==> src/rtl/pad_in_sync_filter.sv <==
// Input pad glue: synchroniser chain, debounce filter with rise/fall pulses.
// Optional sticky interrupt (irq_* ports) is built when PAD_IN_IRQ_EN is defined.
module pad_in_sync_filter #(
  parameter int unsigned SYNC_STAGES = 2,
  parameter int unsigned CNT_W       = 16,
  parameter logic        RESET_VAL   = 1'b0
) (
  input  logic             clk_i,
  input  logic             rst_i,
  input  logic             pad_c_i,
  input  logic             en_i,
  input  logic [CNT_W-1:0] debounce_cycles_i,
`ifdef PAD_IN_IRQ_EN
  input  logic             irq_rise_en_i,
  input  logic             irq_fall_en_i,
  input  logic             irq_clr_i,
  output logic             irq_o,
`endif
  output logic             sync_o,
  output logic             filt_o,
  output logic             rise_o,
  output logic             fall_o,
  output logic             dbg_state_o
);

  typedef enum logic {
    ST_STABLE = 1'b0,
    ST_COUNT  = 1'b1
  } state_e;

  state_e                 state_q, state_d;
  logic [SYNC_STAGES-1:0] sync_q, sync_d;
  logic [CNT_W-1:0]       cnt_q, cnt_d;
  logic                   filt_q, filt_d;
  logic                   rise_q, rise_d;
  logic                   fall_q, fall_d;
  logic                   mis;
  logic                   flip;

  // Stage 0 captures the asynchronous pad; the last stage is the usable value.
  always_comb begin
    sync_d = {sync_q[SYNC_STAGES-2:0], pad_c_i};
  end

  assign sync_o = sync_q[SYNC_STAGES-1];
  assign mis    = sync_o ^ filt_q;

  always_comb begin
    state_d = state_q;
    cnt_d   = cnt_q;
    flip    = 1'b0;
    if (!en_i) begin
      state_d = ST_STABLE;
      cnt_d   = '0;
    end else begin
      case (state_q)
        ST_STABLE: begin
          if (mis) begin
            if (debounce_cycles_i == '0) begin
              flip = 1'b1;
            end else begin
              cnt_d   = CNT_W'(1);
              state_d = ST_COUNT;
            end
          end
        end
        ST_COUNT: begin
          if (!mis) begin
            cnt_d   = '0;
            state_d = ST_STABLE;
          end else if (cnt_q >= debounce_cycles_i) begin
            // >= lets a live decrease of the threshold take effect immediately
            flip    = 1'b1;
            cnt_d   = '0;
            state_d = ST_STABLE;
          end else begin
            cnt_d = cnt_q + CNT_W'(1);
          end
        end
        default: begin
          cnt_d   = '0;
          state_d = ST_STABLE;
        end
      endcase
    end
  end

  always_comb begin
    filt_d = filt_q;
    rise_d = 1'b0;
    fall_d = 1'b0;
    if (flip) begin
      filt_d = ~filt_q;
      rise_d = ~filt_q;
      fall_d = filt_q;
    end
  end

  always_ff @(posedge clk_i) begin
    if (rst_i) begin
      sync_q  <= {SYNC_STAGES{RESET_VAL}};
      state_q <= ST_STABLE;
      cnt_q   <= '0;
      filt_q  <= RESET_VAL;
      rise_q  <= 1'b0;
      fall_q  <= 1'b0;
    end else begin
      sync_q  <= sync_d;
      state_q <= state_d;
      cnt_q   <= cnt_d;
      filt_q  <= filt_d;
      rise_q  <= rise_d;
      fall_q  <= fall_d;
    end
  end

  assign filt_o      = filt_q;
  assign rise_o      = rise_q;
  assign fall_o      = fall_q;
  assign dbg_state_o = (state_q == ST_COUNT);

`ifdef PAD_IN_IRQ_EN
  logic irq_q, irq_d;

  // A qualifying pulse wins over a coincident clear.
  always_comb begin
    irq_d = irq_q;
    if ((rise_q & irq_rise_en_i) | (fall_q & irq_fall_en_i)) begin
      irq_d = 1'b1;
    end else if (irq_clr_i) begin
      irq_d = 1'b0;
    end
  end

  always_ff @(posedge clk_i) begin
    if (rst_i) begin
      irq_q <= 1'b0;
    end else begin
      irq_q <= irq_d;
    end
  end

  assign irq_o = irq_q;
`endif

endmodule

==> config.mk <==
export PLATFORM = sky130hd
export DESIGN_NAME = pad_in_sync_filter
export DESIGN_NICKNAME = d
export VERILOG_FILES = /design/src/rtl/pad_in_sync_filter.sv
export SDC_FILE = /design/constraint.sdc
export NUM_CORES = 1
export LEC_CHECK = 0
export ABC_AREA = 1
export CORE_MARGIN = 2
export CORE_UTILIZATION = 35
export DETAILED_ROUTE_END_ITERATION = 6
export GPL_TIMING_DRIVEN = 0
export PLACE_DENSITY = 0.55
export SKIP_CTS_REPAIR_TIMING = 1
export SYNTH_ARGS = -nofsm -noshare
export SYNTH_HDL_FRONTEND = slang
export SYNTH_SLANG_ARGS = --single-unit
==> constraint.sdc <==
create_clock -name clk_i -period 3.27 [get_ports clk_i]
set_input_delay 0.654 -clock clk_i [delete_from_list [all_inputs] [get_ports clk_i]]
set_output_delay 0.654 -clock clk_i [all_outputs]
set_load 0.02 [all_outputs]
==> impl_metrics.toml, run 1 <==
[run_status]
outcome = "finished clean"

[sta]
worst_clock_skew_ns = 0.00350
worst_pin_slew_ns = 0.416
hold_viol_final = 0
timing.final.crit_share_pct = 73.6
max-slew-margin-rel_pct = 72.0
rsz0062_at_grt = "no"
report.final.slew_viol_count = 0
setup_tns_ns = 0
finalSetupViolCount = 0
achievable-frequency_mhz = 415
post-route-min-period_ns = 2.41

[placement]
hpwlAfterDp_um = 3050
number_of_buffer_cells_added_on_primary_ports = 24
dpl.cell_count = 322
globalplace.congestion = 0.854

[detailed_routing]
detail_route.wl_per_cell_um = 11.6
viasPerCell = 4.80
total_number_of_vias = 1561
route.antenna.remaining_nets = 0
detail_route.first_pass.iterations = 4
detail_route.wirelength_um = 3760
drc = 0
initialDrtViolationCount = 54

[cts]
clock_sink_count = 22
tritoncts.num_buffers = 3
clk_pin_slew_worst_paths_ns = 0.08
clock_root_buffer = "clkbuf_8"
worstSkewPairLatency_ns = 0.26
cts_tree = "built"
cts.htree.levels = 1
worst_case_clock_buffer_depth = 2

[synth]
ys_dominant_reg_cell = "dfxtp_1"
synth_enable_flop_cells = 0
synth_async_sr_flop_share_pct = 0
syn-cell-area_sq_mm = 0.00165
synthDominantAreaCellType = "dfxtp_1"
synth_unique_cells = 24
ys_warnings = 0
synth.ff_latch_count = 22
syn_inst = 246
post-synth-top-count-cell = "nand2_1"
postSynthAreaPerCell_sq_um = 6.71
net_count_after_synthesis = 283
synth_area_leaders = "dfxtp_1 (27%), ha_1 (13%), nand2_1 (12%), inv_1 (11%), nor2_1 (6.8%)"
synthTopCellsByCount = "nand2_1 (53), inv_1 (49), nor2_1 (30)"
yosys.area.top_type_share_pct = 26.7
ys_seq_area_share_pct = 26.7

[power]
power.share.switching_pct = 24.4
power.ir.vdd_worst_uv = 187
internal_pwr_total_mw = 0.386
clock_power_share_pct = 33.2
p_leak_nw = 0.908
total_switching_power_mw = 0.125
power_frac_seq_pct = 53.0
gate_power_share_pct = 13.8
cellPowerDensity_mw_per_mm2 = 256

[final_layout]
share_of_final_layout_standard_cells_stronger_than_drive_strength_1_pct = 7.69
final_cells = 325
area_growth_syn_to_layout_pct = 21.0
nets = 312
nFillCells = 480
utilization_of_the_core_after_routing_pct = 45.0
antenna-diode-count = 0

[global_route]
grt_overflow = 0
grt_antenna_before_repair = 0
grt_util_all_layers_pct = 16.6
grt_pass1_wl_um = 6930
first_global_vias = 1598
grt_max_degree = 12

[worst_setup_path]
cp_slowest_stage_delay_ns = 0.53
worstPathMaxFanout = 7
r2r.worst_path.cells = 14
timing.critical_path.to_type = "register"
setup.worst_path.class = "input pin to register"
critPathLaunchType = "input pin"
worstPathCellList = "clkdlybuf4s50_1 > inv_1 > ha_1 > a21oi_1 > o21ai_0 > a21oi_1 > nand2_1 > inv_1 > nand2_1 > nand2_4 > nand2_4 > nor2_1"
worst_ep_required_time_ns = 3.47
slowest_stage = "clkdlybuf4s50_1"
cp.arrival_ns = 2.61

[floorplanning]
die_w_um = 72.7
die_height_um = 72.7
floorplan.die_area_sq_mm = 0.00528
ioPinCount = 25
placementRows = 24
initial_standard_cell_utilization_of_the_core_pct = 37.2
core_sq_mm = 0.00444

[hold_path]
holdCritPathClass = "register to register"
holdPathStages = 2

[run]
maxCapViolations = 0
## area by class of cell
type | instances | area, sq um | area share [%]
Multi-Input combinational cell | 173 | 1010 | 50.5
Sequential cell | 22 | 440 | 22.0
Timing Repair Buffer | 24 | 240 | 12.0
Inverter | 50 | 190 | 9.52
Tap cell | 52 | 65.1 | 3.26
Clock buffer | 3 | 41.3 | 2.07
Buffer | 1 | 11.3 | 0.564
## final timing paths
path                              from        end  slack, ns
setup / recovery  debounce_cycles_i[9]   cnt_q[2]       0.86
hold / removal               sync_q[0]  sync_q[1]       0.42
setup reg to reg              cnt_q[4]   cnt_q[2]       1.40
hold reg to reg              sync_q[0]  sync_q[1]       0.42
## per-stage QoR
step / cell area [sq um] / worst slack (ns) / hold WS, ns / total power [mW]
3_3_place_gp: 1960 / 0.621 / 0.395 / 0.348
4_1_cts: 2000 / 0.893 / 0.417 / 0.517
3_5_place_dp: 1960 / 0.629 / 0.404 / 0.348
5_1_grt: 2000 / 0.728 / 0.430 / 0.539
6_report: 2000 / 0.863 / 0.416 / 0.511
2_1_floorplan: 1650 / 1.39 / 0.388 / 0.314
## power by group through the flow
stage / Combinational (mW) / Clock (mW) / Sequential, mW
after floorplan: 0.0359 / 0 / 0.278
after global placement: 0.0707 / 0 / 0.277
after detailed placement: 0.0705 / 0 / 0.277
after CTS: 0.0712 / 0.175 / 0.271
after global routing: 0.0797 / 0.188 / 0.271
final: 0.0705 / 0.170 / 0.271
## worst max-delay path, delay by kind of cell
family,cells,cell delay (ns)
adder cells (fa/ha/maj),1,0.31
AO/OA/AOI/OAI,3,0.40
AND/OR/NAND/NOR,5,0.54
buffers and inverters,3,0.71
## per-layer routing
metal | GRT usage [%] | wire length (um) | vias to the layer above | part of all wire [%]
li1 | - | - | 845 | -
met3 | 1.80 | 104 | 7 | 2.8
met4 | 5.14 | 55 | 0 | 1.5
met2 | 27.4 | 1620 | 28 | 43
met5 | 0 | 0 | - | 0
met1 | 22.6 | 1980 | 681 | 53
## logic make-up after synthesis
kind of cell	count (synthesis)	share of synthesized area (%)
flip-flops	22	26.7
buffers and inverters	51	12.2
AO/OA/AOI/OAI	26	9.47
XOR/XNOR	4	2.58
AND/OR/NAND/NOR	126	36.2
adder cells (fa/ha/maj)	17	12.9
## cells in the final DEF, fill, tap and decap left out
cell,instances
xnor2_1,1
nand3_1,12
nor4_1,3
nand4_1,11
ha_1,17
nor2_2,2
nor2_1,30
nand2_4,4
o21ai_0,4
o21ai_1,2
a21oi_1,14
buf_6,1
o21bai_1,1
nand3_2,3
nand2_1,53
inv_1,49
o21ai_2,3
o21bai_2,2
nor3_4,1
clkbuf_8,3
nor3_1,7
xnor2_2,1
xor2_1,2
inv_4,1
dfxtp_1,22
clkdlybuf4s50_1,24
## state kept, by name (all words and copies together), names as in the netlist
signal	count
dbg_state_o	1
filt_o	1
fall_o	1
sync_q	2
cnt_q	16
rise_o	1
No activity file was read; power rests on OpenSTA's default activity.
==> run 2: changes to the inputs <==
--- a/config.mk
+++ b/config.mk
@@ -10,7 +10,7 @@
 export CORE_UTILIZATION = 35
 export DETAILED_ROUTE_END_ITERATION = 6
 export GPL_TIMING_DRIVEN = 0
-export PLACE_DENSITY = 0.55
+export PLACE_DENSITY = 0.57
 export SKIP_CTS_REPAIR_TIMING = 1
 export SYNTH_ARGS = -nofsm -noshare
 export SYNTH_HDL_FRONTEND = slang
==> constraint.sdc (replaced) <==
create_clock -name clk_i -period 2.1 [get_ports clk_i]
set_input_delay 0.42 -clock clk_i [delete_from_list [all_inputs] [get_ports clk_i]]
set_output_delay 0.42 -clock clk_i [all_outputs]
set_load 0.02 [all_outputs]
==> impl_metrics.toml, run 2 (synthesis results as in run 1) <==
[run_status]
outcome = "finished clean"

[final_layout]
most_common_library_cell_in_the_layout_ignoring_fill_and_taps = "nand2_1"
layout_top_registers = "cnt_q (16), sync_q (2)"
share_of_final_layout_standard_cells_stronger_than_drive_strength_1_pct = 18.2
antenna-diode-count = 0
area_growth_syn_to_layout_pct = 32.9
layout.cell_area.non_filler_sq_mm = 0.00219
multiInputGateArea_sq_mm = 0.00118
final_cells = 327
layout_common_cells = "nand2_1 (47), inv_1 (44), nor2_1 (23), dfxtp_1 (22), clkdlybuf4s50_1 (22)"
nets = 313
largest-register = "cnt_q"
area.sequential_sq_um = 440
nFillCells = 479
max_reg_flops = 16

[detailed_routing]
viasPerCell = 4.89
total_number_of_vias = 1598
detail_route.wl_per_cell_um = 11.9
drc = 0
initialDrtViolationCount = 56
detail_route.first_pass.iterations = 4
route.antenna.remaining_nets = 0
detail_route.wirelength_um = 3900

[worst_setup_path]
slowest_stage = "clkdlybuf4s50_1"
worstPathBufferInverterCount = 3
critPathLaunchType = "input pin"
worstPathMaxFanout = 7
setup.worst_path.class = "input pin to register"
worstPathCellList = "clkdlybuf4s50_1 > inv_1 > ha_4 > a21oi_1 > o21ai_0 > a21oi_1 > nand2_2 > inv_2 > nand2_2 > nand2_4 > nand2_8 > nor2_1"
cp.arrival_ns = 2.23
timing.critical_path.max_delay_family = "buffers and inverters"
timing.critical_path.to_type = "register"
cp_slowest_stage_delay_ns = 0.45
worst_ep_required_time_ns = 2.30

[run]
maxCapViolations = 0

[power]
clock_power_share_pct = 35.9
report.power.total_mw = 0.853
power.ir.vdd_worst_uv = 314
cellPowerDensity_mw_per_mm2 = 388
internal_pwr_total_mw = 0.646
total_switching_power_mw = 0.207
power_frac_seq_pct = 49.5
gate_power_share_pct = 14.7
power.share.switching_pct = 24.3
p_leak_nw = 0.924

[placement]
hpwlAfterDp_um = 3090
detailed_place.area_sq_mm = 0.00196
globalplace.congestion = 0.869
number_of_buffer_cells_added_on_primary_ports = 24
dpl.cell_count = 322

[floorplanning]
floorplan.die_area_sq_mm = 0.00528
placementRows = 24
die_height_um = 72.7
initial_standard_cell_utilization_of_the_core_pct = 37.2
core_sq_mm = 0.00444
die_w_um = 72.7
ioPinCount = 25

[global_route]
grt_pass1_wl_um = 6660
grt_antenna_before_repair = 0
grt_overflow = 0
grt_max_degree = 13
first_global_vias = 1512
grt_util_all_layers_pct = 16.0

[sta]
worst_clock_skew_ns = 0.00351
achievable-frequency_mhz = 494
worst_pin_slew_ns = 0.410
timing.final.crit_share_pct = 96.5
hold_viol_final = 0
post-route-min-period_ns = 2.03
max-slew-margin-rel_pct = 72.4
report.final.slew_viol_count = 0
finalSetupViolCount = 0
fin_worst_hold_slack_ns = 0.406

[cts]
worst_case_clock_buffer_depth = 2
clk_pin_slew_worst_paths_ns = 0.08
cts_tree = "built"
cts.htree.levels = 1
worstSkewPairLatency_ns = 0.26
clock_sink_count = 22
tritoncts.num_buffers = 3
clock_root_buffer = "clkbuf_8"

[hold_path]
holdCritPathClass = "register to register"
run 2: changes by cell type in the layout (fill, tap and decap cells not counted), moves of 5 or more:
| cell | change |
|---|---|
| inv_2 | +5 |
| nand2_2 | +6 |
| ha_4 | +8 |
| nand2_1 | -6 |
| nor2_1 | -7 |
| nor2_4 | +5 |
| inv_1 | -5 |
| ha_1 | -8 |
run 2: worst paths after layout:
check | slack [ns] | end | cells after the start | from
max reg2reg | 0.23 | cnt_q[4] | 14 | cnt_q[4]
max | 0.07 | cnt_q[4] | 12 | debounce_cycles_i[13]
min | 0.41 | sync_q[1] | 2 | sync_q[0]
min reg2reg | 0.41 | sync_q[1] | 2 | sync_q[0]
run 2: area by class of cell:
class	instances	area share, %
multi-input cells	173	53.8
flip-flops and latches	22	20.1
repair buffers	25	11.5
inverters	50	8.67
well taps	52	2.96
clock buffers	4	2.51
plain buffers	1	0.513
run 2: power groups by stage:
stage	Sequential [mW]	Combinational (mW)	Clock (mW)
3_5_place_dp	0.432	0.110	0
6_report	0.422	0.125	0.306
5_1_grt	0.422	0.140	0.341
2_1_floorplan	0.433	0.0559	0
3_3_place_gp	0.432	0.110	0
4_1_cts	0.422	0.111	0.321
run 2: worst reg2reg max path, stage by stage, from the launching register on:
cell and delay (ns):
dfxtp_1 0.53, ha_4 0.26, nand2_1 0.05, inv_1 0.05, nand2_2 0.06, nor2_2 0.04
nor2_1 0.11, nand2_1 0.08, nand2_2 0.07, nand2_2 0.08, inv_2 0.09, nand2_2 0.06
nand2_4 0.14, nand2_8 0.11, nor2_1 0.10
run 2: routing by layer:
layer	routed length, um	global-route usage (%)	up-vias	part of all wire, %
met1	1950	21.3	709	50
met3	223	3.87	2	5.7
met2	1700	26.5	35	44
li1	-	-	852	-
met4	24	3.09	0	0.62
met5	0	0	-	0
run 2: stage by stage:
stage	util [%]	TNS, ns	setup slack (ns)
global placement	44.0	-4.84	-0.323
CTS	45.3	-0.151	-0.0298
global route	49.4	-0.0834	-0.0192
finish	49.4	0	0.0738
floorplan	-	0	0.457
detailed placement	44.0	-4.69	-0.306
==> run 3: changes to the inputs <==
--- a/config.mk
+++ b/config.mk
@@ -6,7 +6,6 @@
 export NUM_CORES = 1
 export LEC_CHECK = 0
 export ABC_AREA = 1
-export CORE_MARGIN = 2
 export CORE_UTILIZATION = 35
 export DETAILED_ROUTE_END_ITERATION = 6
 export GPL_TIMING_DRIVEN = 0
==> impl_metrics.toml, run 3 (synthesis results as in run 1) <==
[cts]
worst_case_clock_buffer_depth = 2
clock_sink_count = 22
worstSkewPairLatency_ns = 0.27
tritoncts.num_buffers = 3
clk_pin_slew_worst_paths_ns = 0.08
clock_root_buffer = "clkbuf_8"
cts.htree.levels = 1
cts_tree = "built"

[final_layout]
most_common_library_cell_in_the_layout_ignoring_fill_and_taps = "nand2_1"
nets = 314
largest-register = "cnt_q"
nFillCells = 466
max_reg_flops = 16
area_growth_syn_to_layout_pct = 32.3
area.sequential_sq_um = 440
share_of_final_layout_standard_cells_stronger_than_drive_strength_1_pct = 19.2
antenna-diode-count = 0
layout.cell_area.non_filler_sq_mm = 0.00218
multiInputGateArea_sq_mm = 0.00116
layout_common_cells = "nand2_1 (46), inv_1 (43), nor2_1 (24), dfxtp_1 (22), clkdlybuf4s50_1 (21)"
layout_top_registers = "cnt_q (16), sync_q (2)"

[run_status]
violated_checks = "DRC"
outcome = "complete, but fails checks"

[detailed_routing]
route.antenna.remaining_nets = 0
detail_route.wl_per_cell_um = 12.2
drc = 4
total_number_of_vias = 1598
initialDrtViolationCount = 76
detail_route.wirelength_um = 3990
viasPerCell = 4.87
detail_route.first_pass.iterations = 6

[sta]
report.final.slew_viol_count = 0
finalSetupViolCount = 0
achievable-frequency_mhz = 491
worst_clock_skew_ns = 0.000838
timing.final.crit_share_pct = 97.0
hold_viol_final = 0
max-slew-margin-rel_pct = 70.5
setup_tns_ns = 0
post-route-min-period_ns = 2.04
finalWorstSetupSlack_ns = 0.0626
worst_pin_slew_ns = 0.438

[floorplanning]
ioPinCount = 25
floorplan.die_area_sq_mm = 0.00500
core_sq_mm = 0.00444
die_w_um = 70.7
initial_standard_cell_utilization_of_the_core_pct = 37.2
die_height_um = 70.7
placementRows = 24

[placement]
detailed_place.area_sq_mm = 0.00196
globalplace.congestion = 0.809
hpwlAfterDp_um = 3060
post-place-ws_ns = -0.294
number_of_buffer_cells_added_on_primary_ports = 24

[global_route]
grt_pass1_wl_um = 6720
first_global_vias = 1485
grt_overflow = 0
grt_antenna_before_repair = 0
grt_util_all_layers_pct = 17.0
grt_max_degree = 13

[power]
p_leak_nw = 0.939
power.ir.vdd_worst_uv = 356
gate_power_share_pct = 14.3
total_switching_power_mw = 0.218
power.share.switching_pct = 25.2
internal_pwr_total_mw = 0.646
clock_power_share_pct = 36.9
cellPowerDensity_mw_per_mm2 = 395
power_frac_seq_pct = 48.8

[hold_path]
hold_path.startpoint = "sync_q[0]"
holdCritPathClass = "register to register"

[worst_setup_path]
critPathLaunchType = "input pin"
cp_slowest_stage_delay_ns = 0.45
timing.rr.start = "cnt_q[4]"
timing.critical_path.to_type = "register"
worst_ep_required_time_ns = 2.27
worstPathMaxFanout = 7
crit_path_start = "debounce_cycles_i[2]"
cp.arrival_ns = 2.21
worstPathCellList = "clkdlybuf4s50_1 > inv_1 > ha_4 > nand4_1 > nor2_2 > nor2_1 > nand2_2 > nand2_2 > nand2_2 > inv_2 > nand2_2 > nand2_4 > nand2_8 > nor2_1"
critPathMostFrequentCell = "nand2_2"
setup.worst_path.class = "input pin to register"
slowest_stage = "clkdlybuf4s50_1"

[run]
maxCapViolations = 0
run 3: cell count changes in the layout (fill, tap and decap cells not counted), sizes merged:
cell	delta
buf	+1
dlymetal6s2s	+1
clkdlybuf4s50	-1
run 3: metrics by stage:
step	hold WS, ns	std cells	util [%]	total power [mW]
global placement	0.398	322	44.0	0.542
floorplan	0.388	246	-	0.488
global route	0.437	328	49.2	0.902
detailed placement	0.398	322	44.0	0.542
finish	0.406	328	49.2	0.863
CTS	0.412	326	45.3	0.857
run 3: power groups by stage:
stage / clock network (mW) / logic [mW] / registers (mW)
floorplan: 0 / 0.0559 / 0.433
global placement: 0 / 0.110 / 0.432
detailed placement: 0 / 0.110 / 0.432
CTS: 0.324 / 0.111 / 0.422
global route: 0.342 / 0.138 / 0.422
finish: 0.318 / 0.124 / 0.422
run 3: routing by layer:
layer  track usage, %  part of all wire [%]  vias to the layer above
met5                0                     0                        -
li1                 -                     -                      848
met3             4.56                   5.3                        4
met4             4.44                  0.85                        0
met2             27.1                    44                       38
met1             22.8                    49                      708
run 3: path summary, 6_finish.rpt:
kind,cells after the start,slack [ns],endpoint
max reg2reg,14,0.23,cnt_q[3]
max,14,0.06,cnt_q[3]
min reg2reg,2,0.41,sync_q[1]
min,2,0.41,sync_q[1]
run 3: area by class of cell:
class,count,share of cell area [%]
plain buffers,1,0.515
inverters,50,8.71
flip-flops and latches,22,20.2
repair buffers,26,12.0
clock buffers,4,2.52
well taps,52,2.98
multi-input cells,173,53.1
run 3: critical path, delay by kind of cell:
family	cells	cell delay [ns]
buf+inv	3	0.58
simple gates	10	0.93
fa+ha+maj	1	0.27
